==> src/rtl/div_element_sequencer_if.sv <==
// div_element_sequencer_if
//   Groups every non-clock signal of the divide element sequencer.
//   Operand side : op_valid/op_ready handshake plus op_vs1, op_vs2, op_vd_old,
//                  op_mask, op_signed, op_div_type, op_last, and the flush abort.
//   Divider side : start_div pulse, held operands vs1_data/vs2_data,
//                  is_signed_div/div_type, and the done_du/wdata_du return.
//   Writeback    : wb_valid/wb_ready handshake with wb_data, wb_idx, wb_last.
//   Status       : busy.
//   Modport slave is the sequencer's view; modport master is the surrounding
//   lane (operand stage, divide unit and writeback combined).
interface div_element_sequencer_if #(
    parameter int ELEM_W = 5
);
    logic              op_valid;
    logic              op_ready;
    logic [31:0]       op_vs1;
    logic [31:0]       op_vs2;
    logic [31:0]       op_vd_old;
    logic              op_mask;
    logic              op_signed;
    logic              op_div_type;
    logic              op_last;
    logic              flush;
    logic              start_div;
    logic [31:0]       vs1_data;
    logic [31:0]       vs2_data;
    logic              is_signed_div;
    logic              div_type;
    logic              done_du;
    logic [31:0]       wdata_du;
    logic              wb_valid;
    logic              wb_ready;
    logic [31:0]       wb_data;
    logic [ELEM_W-1:0] wb_idx;
    logic              wb_last;
    logic              busy;

    modport slave (
        input  op_valid, op_vs1, op_vs2, op_vd_old, op_mask, op_signed,
               op_div_type, op_last, flush, done_du, wdata_du, wb_ready,
        output op_ready, start_div, vs1_data, vs2_data, is_signed_div,
               div_type, wb_valid, wb_data, wb_idx, wb_last, busy
    );

    modport master (
        output op_valid, op_vs1, op_vs2, op_vd_old, op_mask, op_signed,
               op_div_type, op_last, flush, done_du, wdata_du, wb_ready,
        input  op_ready, start_div, vs1_data, vs2_data, is_signed_div,
               div_type, wb_valid, wb_data, wb_idx, wb_last, busy
    );
endinterface

==> src/rtl/div_element_sequencer.sv <==
// div_element_sequencer
//   Accepts one divide element at a time, resolves the RVV special cases
//   (masked-off, divide-by-zero, signed overflow) locally, launches the
//   multi-cycle divider with a one-cycle start pulse for everything else, and
//   hands the result to writeback with an element index.
//   Ports: CLK (rising edge), nRST (async active-low), bus (slave modport of
//   div_element_sequencer_if carrying operand, divider and writeback signals).
module div_element_sequencer #(
    parameter int ELEM_W = 5
) (
    input logic                   CLK,
    input logic                   nRST,
    div_element_sequencer_if.slave bus
);

    typedef enum logic [2:0] {
        ST_IDLE   = 3'd0,
        ST_LAUNCH = 3'd1,
        ST_WAIT   = 3'd2,
        ST_RESULT = 3'd3,
        ST_DRAIN  = 3'd4
    } state_t;

    state_t            state_r;
    logic [ELEM_W-1:0] cnt_r;
    logic [31:0]       result_r;
    logic [31:0]       vs1_r;
    logic [31:0]       vs2_r;
    logic              signed_r;
    logic              div_type_r;
    logic              last_r;
    logic [32:0]       class_s;

    // Returns {bypass, result}; bypass = 1 when the element never needs the divider.
    function automatic logic [32:0] classify(
        input logic        mask,
        input logic        sgn,
        input logic        quot,
        input logic [31:0] vs1,
        input logic [31:0] vs2,
        input logic [31:0] vd_old
    );
        logic [32:0] res;
        if (!mask) begin
            res = {1'b1, vd_old};
        end else if (vs1 == 32'h0000_0000) begin
            res = {1'b1, (quot ? 32'hFFFF_FFFF : vs2)};
        end else if (sgn && (vs2 == 32'h8000_0000) && (vs1 == 32'hFFFF_FFFF)) begin
            res = {1'b1, (quot ? 32'h8000_0000 : 32'h0000_0000)};
        end else begin
            res = {1'b0, 32'h0000_0000};
        end
        return res;
    endfunction

    assign class_s = classify(bus.op_mask, bus.op_signed, bus.op_div_type,
                              bus.op_vs1, bus.op_vs2, bus.op_vd_old);

    // Status and strobe outputs decode the state register; flush gates the
    // start pulse so an abort in LAUNCH never reaches the divider.
    assign bus.op_ready      = (state_r == ST_IDLE);
    assign bus.busy          = (state_r != ST_IDLE);
    assign bus.wb_valid      = (state_r == ST_RESULT);
    assign bus.start_div     = (state_r == ST_LAUNCH) && !bus.flush;
    assign bus.wb_data       = result_r;
    assign bus.wb_idx        = cnt_r;
    assign bus.wb_last       = last_r;
    assign bus.vs1_data      = vs1_r;
    assign bus.vs2_data      = vs2_r;
    assign bus.is_signed_div = signed_r;
    assign bus.div_type      = div_type_r;

    // Sequencer FSM with its operand, result and element-counter registers.
    always_ff @(posedge CLK or negedge nRST) begin
        if (!nRST) begin
            state_r    <= ST_IDLE;
            cnt_r      <= '0;
            result_r   <= 32'h0000_0000;
            vs1_r      <= 32'h0000_0000;
            vs2_r      <= 32'h0000_0000;
            signed_r   <= 1'b0;
            div_type_r <= 1'b0;
            last_r     <= 1'b0;
        end else begin
            case (state_r)
                ST_IDLE: begin
                    if (bus.flush) begin
                        cnt_r <= '0;
                    end else if (bus.op_valid) begin
                        vs1_r      <= bus.op_vs1;
                        vs2_r      <= bus.op_vs2;
                        signed_r   <= bus.op_signed;
                        div_type_r <= bus.op_div_type;
                        last_r     <= bus.op_last;
                        if (class_s[32]) begin
                            result_r <= class_s[31:0];
                            state_r  <= ST_RESULT;
                        end else begin
                            state_r  <= ST_LAUNCH;
                        end
                    end else begin
                        state_r <= ST_IDLE;
                    end
                end
                ST_LAUNCH: begin
                    if (bus.flush) begin
                        state_r <= ST_IDLE;
                        cnt_r   <= '0;
                    end else begin
                        state_r <= ST_WAIT;
                    end
                end
                ST_WAIT: begin
                    // A flush coinciding with done has nothing left to drain.
                    if (bus.flush && bus.done_du) begin
                        state_r <= ST_IDLE;
                        cnt_r   <= '0;
                    end else if (bus.flush) begin
                        state_r <= ST_DRAIN;
                    end else if (bus.done_du) begin
                        result_r <= bus.wdata_du;
                        state_r  <= ST_RESULT;
                    end else begin
                        state_r <= ST_WAIT;
                    end
                end
                ST_RESULT: begin
                    if (bus.flush) begin
                        state_r <= ST_IDLE;
                        cnt_r   <= '0;
                    end else if (bus.wb_ready) begin
                        state_r <= ST_IDLE;
                        cnt_r   <= last_r ? '0 : (cnt_r + ELEM_W'(1));
                    end else begin
                        state_r <= ST_RESULT;
                    end
                end
                ST_DRAIN: begin
                    if (bus.done_du) begin
                        state_r <= ST_IDLE;
                        cnt_r   <= '0;
                    end else begin
                        state_r <= ST_DRAIN;
                    end
                end
                default: begin
                    state_r <= ST_IDLE;
                    cnt_r   <= '0;
                end
            endcase
        end
    end

endmodule

==> src/flat_wrapper.sv <==
// flat-port wrapper written by rule: the top's interface ports become plain ports
module div_element_sequencer_flat 
#(
    parameter int ELEM_W = 5
)
  (CLK, nRST, bus_op_valid, bus_op_vs1, bus_op_vs2, bus_op_vd_old, bus_op_mask, bus_op_signed, bus_op_div_type, bus_op_last, bus_flush, bus_done_du, bus_wdata_du, bus_wb_ready, bus_op_ready, bus_start_div, bus_vs1_data, bus_vs2_data, bus_is_signed_div, bus_div_type, bus_wb_valid, bus_wb_data, bus_wb_idx, bus_wb_last, bus_busy);
  div_element_sequencer_if #(.ELEM_W(ELEM_W)) bus_i ();
  input logic CLK;
  input logic nRST;
  input wire logic [$bits(bus_i.op_valid)-1:0] bus_op_valid;
  input wire logic [$bits(bus_i.op_vs1)-1:0] bus_op_vs1;
  input wire logic [$bits(bus_i.op_vs2)-1:0] bus_op_vs2;
  input wire logic [$bits(bus_i.op_vd_old)-1:0] bus_op_vd_old;
  input wire logic [$bits(bus_i.op_mask)-1:0] bus_op_mask;
  input wire logic [$bits(bus_i.op_signed)-1:0] bus_op_signed;
  input wire logic [$bits(bus_i.op_div_type)-1:0] bus_op_div_type;
  input wire logic [$bits(bus_i.op_last)-1:0] bus_op_last;
  input wire logic [$bits(bus_i.flush)-1:0] bus_flush;
  input wire logic [$bits(bus_i.done_du)-1:0] bus_done_du;
  input wire logic [$bits(bus_i.wdata_du)-1:0] bus_wdata_du;
  input wire logic [$bits(bus_i.wb_ready)-1:0] bus_wb_ready;
  output wire logic [$bits(bus_i.op_ready)-1:0] bus_op_ready;
  output wire logic [$bits(bus_i.start_div)-1:0] bus_start_div;
  output wire logic [$bits(bus_i.vs1_data)-1:0] bus_vs1_data;
  output wire logic [$bits(bus_i.vs2_data)-1:0] bus_vs2_data;
  output wire logic [$bits(bus_i.is_signed_div)-1:0] bus_is_signed_div;
  output wire logic [$bits(bus_i.div_type)-1:0] bus_div_type;
  output wire logic [$bits(bus_i.wb_valid)-1:0] bus_wb_valid;
  output wire logic [$bits(bus_i.wb_data)-1:0] bus_wb_data;
  output wire logic [$bits(bus_i.wb_idx)-1:0] bus_wb_idx;
  output wire logic [$bits(bus_i.wb_last)-1:0] bus_wb_last;
  output wire logic [$bits(bus_i.busy)-1:0] bus_busy;
  assign bus_i.op_valid = bus_op_valid;
  assign bus_i.op_vs1 = bus_op_vs1;
  assign bus_i.op_vs2 = bus_op_vs2;
  assign bus_i.op_vd_old = bus_op_vd_old;
  assign bus_i.op_mask = bus_op_mask;
  assign bus_i.op_signed = bus_op_signed;
  assign bus_i.op_div_type = bus_op_div_type;
  assign bus_i.op_last = bus_op_last;
  assign bus_i.flush = bus_flush;
  assign bus_i.done_du = bus_done_du;
  assign bus_i.wdata_du = bus_wdata_du;
  assign bus_i.wb_ready = bus_wb_ready;
  assign bus_op_ready = bus_i.op_ready;
  assign bus_start_div = bus_i.start_div;
  assign bus_vs1_data = bus_i.vs1_data;
  assign bus_vs2_data = bus_i.vs2_data;
  assign bus_is_signed_div = bus_i.is_signed_div;
  assign bus_div_type = bus_i.div_type;
  assign bus_wb_valid = bus_i.wb_valid;
  assign bus_wb_data = bus_i.wb_data;
  assign bus_wb_idx = bus_i.wb_idx;
  assign bus_wb_last = bus_i.wb_last;
  assign bus_busy = bus_i.busy;
  div_element_sequencer #(.ELEM_W(ELEM_W)) u_core (.CLK(CLK), .nRST(nRST), .bus(bus_i));
endmodule
==> config.mk <==
export PLATFORM = sky130hd
export DESIGN_NAME = div_element_sequencer_flat
export DESIGN_NICKNAME = d
export VERILOG_FILES = /design/src/rtl/div_element_sequencer_if.sv /design/src/rtl/div_element_sequencer.sv /design/src/flat_wrapper.sv
export SDC_FILE = /design/constraint.sdc
export NUM_CORES = 1
export LEC_CHECK = 0
export BUFFER_PORTS_ARGS = -buffer_cell sky130_fd_sc_hd__buf_2
export CAP_MARGIN = 5
export CORE_AREA = 2 2 113 115
export CTS_BUF_LIST = sky130_fd_sc_hd__clkbuf_16
export CTS_CLUSTER_DIAMETER = 40
export DETAILED_ROUTE_END_ITERATION = 8
export DIE_AREA = 0 0 115 117
export PLACE_DENSITY = 0.75
export SLEW_MARGIN = 10
export SYNTH_ARGS = -nofsm -noshare
export SYNTH_HDL_FRONTEND = slang
export SYNTH_SLANG_ARGS = --single-unit
==> constraint.sdc <==
create_clock -name CLK -period 2.9 [get_ports CLK]
set_clock_uncertainty 0.15 [all_clocks]
set_input_delay 0.29 -clock CLK [delete_from_list [all_inputs] [get_ports CLK]]
set_output_delay 0.29 -clock CLK [all_outputs]
set_load 0.05 [all_outputs]
==> results of run 1 <==
==> state kept, by name (all words and copies together), names as in the netlist <==
signal                    cells
u_core.bus.is_signed_div      1
u_core.state_r                3
u_core.bus.vs1_data          32
u_core.bus.wb_data           32
u_core.bus.wb_last            1
u_core.bus.vs2_data          32
u_core.bus.wb_idx             5
u_core.bus.div_type           1
==> power groups by stage <==
| stage | registers [mW] | clock network, mW | logic (mW) |
|---|---|---|---|
| CTS | 2.59 | 1.34 | 4.95 |
| finish | 2.59 | 1.31 | 4.93 |
| global route | 2.67 | 1.40 | 5.14 |
| floorplan | 4.96 | 0 | 1.35 |
| detailed placement | 2.60 | 0 | 4.94 |
| global placement | 2.56 | 0 | 4.88 |
==> placed cells by master, fill, tap and decap left out, types with 2 or more instances in the layout <==
| master | n |
|---|---|
| sky130_fd_sc_hd__o21ai_0 | 7 |
| sky130_fd_sc_hd__nand2_1 | 12 |
| sky130_fd_sc_hd__a22o_1 | 2 |
| sky130_fd_sc_hd__nor2_1 | 39 |
| sky130_fd_sc_hd__nand2b_1 | 2 |
| sky130_fd_sc_hd__dlygate4sd3_1 | 2 |
| sky130_fd_sc_hd__clkinvlp_4 | 2 |
| sky130_fd_sc_hd__or2_2 | 4 |
| sky130_fd_sc_hd__nor2_4 | 3 |
| sky130_fd_sc_hd__nor3_1 | 4 |
| sky130_fd_sc_hd__o211ai_1 | 32 |
| sky130_fd_sc_hd__nand4_1 | 11 |
| sky130_fd_sc_hd__mux2_2 | 69 |
| sky130_fd_sc_hd__buf_2 | 244 |
| sky130_fd_sc_hd__buf_4 | 10 |
| sky130_fd_sc_hd__mux2_4 | 30 |
| sky130_fd_sc_hd__clkbuf_16 | 9 |
| sky130_fd_sc_hd__buf_12 | 4 |
| sky130_fd_sc_hd__dfrtp_1 | 107 |
| sky130_fd_sc_hd__nand3_1 | 4 |
| sky130_fd_sc_hd__bufinv_16 | 2 |
| sky130_fd_sc_hd__a21oi_1 | 65 |
| sky130_fd_sc_hd__nor4_1 | 17 |
| sky130_fd_sc_hd__inv_1 | 5 |
==> repair_timing <==
action | 4_1_cts | 5_1_grt
buffers inserted | 0 | 0
endpoints found under the hold margin | 54 | 0
endpoints found under the setup margin | 0 | 0
hold buffers | 2 | 0
==> cell families after synthesis <==
family | Yosys count | share of synthesized area, %
buf+inv | 40 | 4.14
flops | 107 | 49.5
mux | 99 | 22.7
compound gates | 119 | 13.7
simple gates | 102 | 9.72
fa+ha+maj | 1 | 0.231
==> path summary, 6_finish.rpt <==
path,start,to,slack [ps],depth (start not counted)
worst min register to register,u_core.bus.vs2_data[3],u_core.bus.vs2_data[3],350,1
worst max register to register,u_core.state_r[1],u_core.bus.wb_data[12],490,7
worst min-delay path,bus_op_last,u_core.bus.wb_last,30,2
min in group asynchronous,nRST,u_core.bus.vs1_data[16],370,2
max in group asynchronous,nRST,u_core.bus.wb_data[6],1450,3
worst max-delay path,bus_op_vs2[0],u_core.bus.wb_data[12],260,9
==> stage by stage <==
stage,setup TNS [ps],total power [mW]
after floorplan,0,6.31
after global placement,-568,7.44
after detailed placement,-1300,7.54
after CTS,0,8.88
after global routing,0,9.21
final,0,8.82
==> worst register-to-register path: cells and delay by family (launching register included) <==
family	cells	cell delay, ps
buffers and inverters	1	210
flip-flops	1	490
AND/OR/NAND/NOR	4	800
multiplexers	1	360
AO/OA/AOI/OAI	1	290
==> area by class of cell <==
type / instances / area, um^2 / area share, %
sequential: 107 / 2680 / 37.6
multi-input combinational: 321 / 2520 / 35.4
timing repair buffer: 260 / 1400 / 19.6
clock buffer: 9 / 225 / 3.16
tap: 150 / 188 / 2.64
clock inverter: 7 / 92.6 / 1.30
inverter: 5 / 18.8 / 0.264
antenna: 1 / 2.50 / 0.0351
==> routing by layer <==
| metal | part of all wire, % | global-route usage [%] | vias to the layer above |
|---|---|---|---|
| met1 | 41 | 29.8 | 2380 |
| met3 | 6.3 | 5.56 | 25 |
| met5 | 0 | 0 | - |
| li1 | - | - | 2204 |
| met4 | 1.7 | 9.00 | 0 |
| met2 | 51 | 41.6 | 200 |
==> flow_summary_export.csv, run 1 <==
group,metric,value,unit
setup_path,crit_chain,"buf_2 > nor4_1 > buf_4 > nand4_1 > or4_4 > o21ba_4 > nor2_8 > buf_12 > mux2_2",
finish,finalCoreUtilization,57.8,%
floorplan,floorplan.rows,41,
sta,least_margin_pin_slew,1200,ps
floorplan,fp.dieH,117,um
pwr,internal_power,4.36,mW
yosys,synth_flop_type,"sky130_fd_sc_hd__dfrtp_1",
outcome,outcome,"finished, final reports clean",
placement,placed_cells,841,
route,drtAntennaViolNets,0,
floorplan,placeableCoreArea,12300,um^2
clocking,clk_pin_slew_worst_paths,70,ps
sta,final_period_demand_of_the_worst_path,2640,ps
placement,hpwlAfterDp,12.2,mm
setup_path,arrival,2720,ps
floorplan,num_io_pins,246,
setup_path,critical_path_top_delay_cell,"sky130_fd_sc_hd__nor4_1",
pwr,p_sw,4.47,mW
route,post_drt_wl_per_cell,19.2,um
finish,post_layout_nonfiller_instances,860,
sta,pins_over_their_slew_limit,0,
sta,hold_ws,26.8,ps
yosys,synth_most_common_cell,"sky130_fd_sc_hd__dfrtp_1",
yosys,yosys_warning_count,0,
setup_path,setup.worst_path.start_class,"input pin",
sta,timing.final.ws_setup,261,ps
sta,slew_headroom,19.6,%
setup_path,worst-path-max-fanout,21,
route,dr_total_vias,4809,
clocking,tritoncts,"built",
yosys,yosys_top_cell_area_share,49.5,%
yosys,synth_fp_nets,607,
placement,post-place-ws,-68.0,ps
yosys,synthesis.area,5410,um^2
finish,post-route-cell-area,7120,um^2
route,drc_violations_left,0,
route,drt_iter0_markers,245,
floorplan,die_area,13500,um^2
setup_path,worst-endpoint-required,2990,ps
yosys,syn-instance-count,468,
sta,fmax,379,MHz
sta,layout_worst_path_cycle_share,91.0,%
setup_path,critical_path.endpoint_type,"flip-flop",
clocking,post_cts_resize_count,0,
route,drt-vias-per-instance,5.59,
clocking,ctsLongestPathBuffers,2,
yosys,ys_seq_elements,107,
clocking,cts-htree-levels,3,
pwr,share_comb_of_total_power,55.8,%
min_path,min_delay_path_class,"in -> reg",
finish,syn_to_layout_area_delta,31.7,%
finish,finish.net_count,843,
yosys,syn_area_per_cell,11.5,um^2
grt,grt_usage,24.2,%
floorplan,fp.dieW,115,um
setup_path,crit_family,"simple AND/OR/NAND/NOR gates",
placement,gp_congestion,0.878,
clocking,cts.root.buffer_cell,"sky130_fd_sc_hd__clkbuf_16",
placement,port_buffer_count,245,
yosys,synth_top_cells_by_area,"sky130_fd_sc_hd__dfrtp_1 50%, sky130_fd_sc_hd__mux2_2 14%, sky130_fd_sc_hd__mux2_4 8.3%",
route,first_pass_iters,4,
pwr,sequentialPowerShare,29.3,%
setup_path,path_buf_inv,3,
grt,grt_max_degree,55,
clocking,numCtsBuffers,9,
pwr,clock_power_share,14.9,%
sta,finalSetupViolCount,0,
pwr,max_vdd_drop,0.925,mV
setup_path,criticalPathCategory,"in -> reg",
pwr,pwr_density,1240,nW/um^2
grt,grt_overflow,0,
sta,rsz0062_at_grt,"no",
clocking,worst_skew_pair.late_latency,340,ps
finish,drive_gt1_share,54.4,%
grt,grt_first_pass_wirelength,25.0,mm
job,max_cap_violations,0,
yosys,synthArstFlopShare,100,%
pwr,leakagePower,3.34,nW
clocking,cts_num_sinks,107,
grt,antenna_found_initial,1,
finish,n_fill_cell,1075,
placement,placed_cell_area,6780,um^2
yosys,synth_cell_type_count,42,
pwr,p_sw_share,50.6,%
yosys,synth_enable_flop_cells,0,
floorplan,start_util,43.9,%
yosys,yosys.area.top_type,"sky130_fd_sc_hd__dfrtp_1",
route,detail_route.wirelength,16.5,mm
setup_path,timing.critical_path.slowest_cell_delay,590,ps
sta,finalHoldViolations,0,
grt,number_of_global_route_vias_before_repair,4910,
yosys,synth_seq_area_share,49.5,%
yosys,synthTopCellsByCount,"107 x sky130_fd_sc_hd__dfrtp_1, 69 x sky130_fd_sc_hd__mux2_2, 65 x sky130_fd_sc_hd__a21oi_1",
Note: power is estimated with default switching activity, not from simulation.
==> inputs of run 2 (changes only) <==
--- a/config.mk
+++ b/config.mk
@@ -7,12 +7,14 @@
 export LEC_CHECK = 0
 export BUFFER_PORTS_ARGS = -buffer_cell sky130_fd_sc_hd__buf_2
 export CAP_MARGIN = 5
-export CORE_AREA = 2 2 113 115
+export CELL_PAD_IN_SITES_DETAIL_PLACEMENT = 1
+export CELL_PAD_IN_SITES_GLOBAL_PLACEMENT = 1
+export CORE_AREA = 2 2 126 128
 export CTS_BUF_LIST = sky130_fd_sc_hd__clkbuf_16
 export CTS_CLUSTER_DIAMETER = 40
 export DETAILED_ROUTE_END_ITERATION = 8
-export DIE_AREA = 0 0 115 117
-export PLACE_DENSITY = 0.75
+export DIE_AREA = 0 0 128 130
+export PLACE_DENSITY = 0.79
 export SLEW_MARGIN = 10
 export SYNTH_ARGS = -nofsm -noshare
 export SYNTH_HDL_FRONTEND = slang
==> flow_summary_export.csv, run 2 (same netlist as run 1, synthesis figures left out) <==
group,metric,value,unit
pwr,sequentialPowerShare,28.5,%
floorplan,fp.dieH,130,um
min_path,min_delay_path_class,"in -> reg",
job,max_cap_violations,0,
finish,syn_to_layout_area_delta,33.8,%
clocking,post_cts_resize_count,0,
clocking,worst_skew_pair.late_latency,340,ps
sta,finalSetupViolCount,0,
setup_path,timing.rr.start,"u_core.state_r[1]",
route,drt_iter0_markers,208,
clocking,ctsLongestPathBuffers,2,
finish,finish.net_count,845,
floorplan,placeableCoreArea,15400,um^2
pwr,internal_power,4.54,mW
clocking,cts-htree-levels,3,
sta,rsz0062_at_grt,"no",
setup_path,path_buf_inv,3,
placement,placed_cells,885,
finish,drive_gt1_share,54.6,%
clocking,cts_num_sinks,107,
floorplan,floorplan.rows,46,
route,drc_violations_left,0,
floorplan,num_io_pins,246,
clocking,cts.root.buffer_cell,"sky130_fd_sc_hd__clkbuf_16",
grt,grt_usage,22.2,%
setup_path,worst_setup_path_start,"bus_op_vs2[0]",
sta,pins_over_their_slew_limit,0,
finish,layout.cells.most_common_list,"244 x sky130_fd_sc_hd__buf_2, 107 x sky130_fd_sc_hd__dfrtp_1, 69 x sky130_fd_sc_hd__mux2_2, 65 x sky130_fd_sc_hd__a21oi_1, 39 x sky130_fd_sc_hd__nor2_1",
setup_path,setup.worst_path.start_class,"input pin",
sta,final_period_demand_of_the_worst_path,2530,ps
setup_path,crit_chain,"buf_2 > nor4_1 > buf_4 > nand4_1 > or4_4 > o21ba_4 > nor2_8 > buf_12 > mux2_4",
setup_path,worst-path-max-fanout,20,
setup_path,arrival,2610,ps
route,drt-vias-per-instance,5.35,
placement,hpwlAfterDp,13.5,mm
setup_path,criticalPathCategory,"in -> reg",
pwr,clock_power_share,16.5,%
grt,grt_overflow,0,
floorplan,fp.dieW,128,um
pwr,share_comb_of_total_power,54.9,%
route,first_pass_iters,4,
setup_path,critical_path.endpoint_type,"flip-flop",
placement,gp_congestion,0.841,
pwr,max_vdd_drop,0.715,mV
route,dr_total_vias,4827,
finish,antenna-diode-count,0,
grt,grt_first_pass_wirelength,28.6,mm
clocking,tritoncts,"built",
sta,layout_worst_path_cycle_share,87.4,%
pwr,leakagePower,3.38,nW
clocking,clk_pin_slew_worst_paths,70,ps
grt,number_of_global_route_vias_before_repair,5311,
clocking,numCtsBuffers,9,
setup_path,timing.critical_path.slowest_cell_delay,510,ps
sta,final.setup.tns,0,ps
route,detail_route.wirelength,18.5,mm
min_path,hp-start,"bus_op_last",
setup_path,crit_family,"simple AND/OR/NAND/NOR gates",
sta,finalHoldViolations,0,
outcome,outcome,"finished, final reports clean",
route,post_drt_wl_per_cell,20.5,um
pwr,p_sw,4.52,mW
sta,least_margin_pin_slew,1230,ps
grt,grt_max_degree,108,
sta,slew_headroom,18.2,%
floorplan,die_area,16600,um^2
route,drtAntennaViolNets,0,
setup_path,critical_path_top_delay_cell,"sky130_fd_sc_hd__or4_4",
pwr,pwr_density,1250,nW/um^2
grt,antenna_found_initial,0,
pwr,p_sw_share,49.9,%
finish,layout_commonest_cell,"sky130_fd_sc_hd__buf_2",
finish,post_layout_nonfiller_instances,903,
floorplan,start_util,35.0,%
setup_path,worst-endpoint-required,2980,ps
sta,fmax,395,MHz
placement,port_buffer_count,245,
## run 2: area by class of cell
cell class	instances	area, um^2
Timing Repair Buffer	262	1410
Clock inverter	7	140
Multi-Input combinational cell	321	2520
Inverter	5	18.8
Clock buffer	9	225
Sequential cell	107	2680
Fill cell	1764	8190
Tap cell	192	240
## run 2: per-layer routing
| metal | vias to the layer above | global-route usage [%] | part of all wire [%] |
|---|---|---|---|
| li1 | 2211 | - | - |
| met1 | 2409 | 26.7 | 41 |
| met2 | 184 | 39.8 | 51 |
| met3 | 23 | 5.21 | 6.2 |
| met4 | 0 | 6.72 | 1.7 |
| met5 | - | 0 | 0 |
## run 2: final timing paths
path / end / slack, ps / cells past startpoint
worst max-delay path: u_core.bus.wb_data[2] / 370 / 9
worst min-delay path: u_core.bus.wb_last / 40 / 2
worst max register to register: u_core.bus.wb_data[2] / 490 / 7
worst min register to register: u_core.bus.vs1_data[10] / 350 / 1
max in group asynchronous: u_core.bus.vs2_data[31] / 1720 / 3
min in group asynchronous: u_core.bus.wb_data[0] / 400 / 3
## run 2: per-stage QoR
step	util, %	total power [mW]	hold slack [ps]	setup slack [ps]	instance area, um^2
6_report	46.9	9.06	35.6	366	7230
5_1_grt	46.9	9.50	34.9	296	7230
4_1_cts	46.9	9.15	17.8	379	7230
3_5_place_dp	44.4	7.61	274	18.9	6850
3_3_place_gp	44.4	7.48	261	57.6	6850
2_1_floorplan	-	6.31	-156	321	5410
## run 2: timing repair
item,in CTS,in global routing
setup buffers,0,0
hold endpoints to repair,108,0
hold buffers,2,0
## run 2: power groups by stage
| stage | registers (mW) | clock network [mW] | logic [mW] |
|---|---|---|---|
| finish | 2.59 | 1.50 | 4.98 |
| global route | 2.68 | 1.61 | 5.21 |
| CTS | 2.59 | 1.54 | 5.01 |
| detailed placement | 2.61 | 0 | 5.00 |
| global placement | 2.57 | 0 | 4.91 |
| floorplan | 4.96 | 0 | 1.35 |
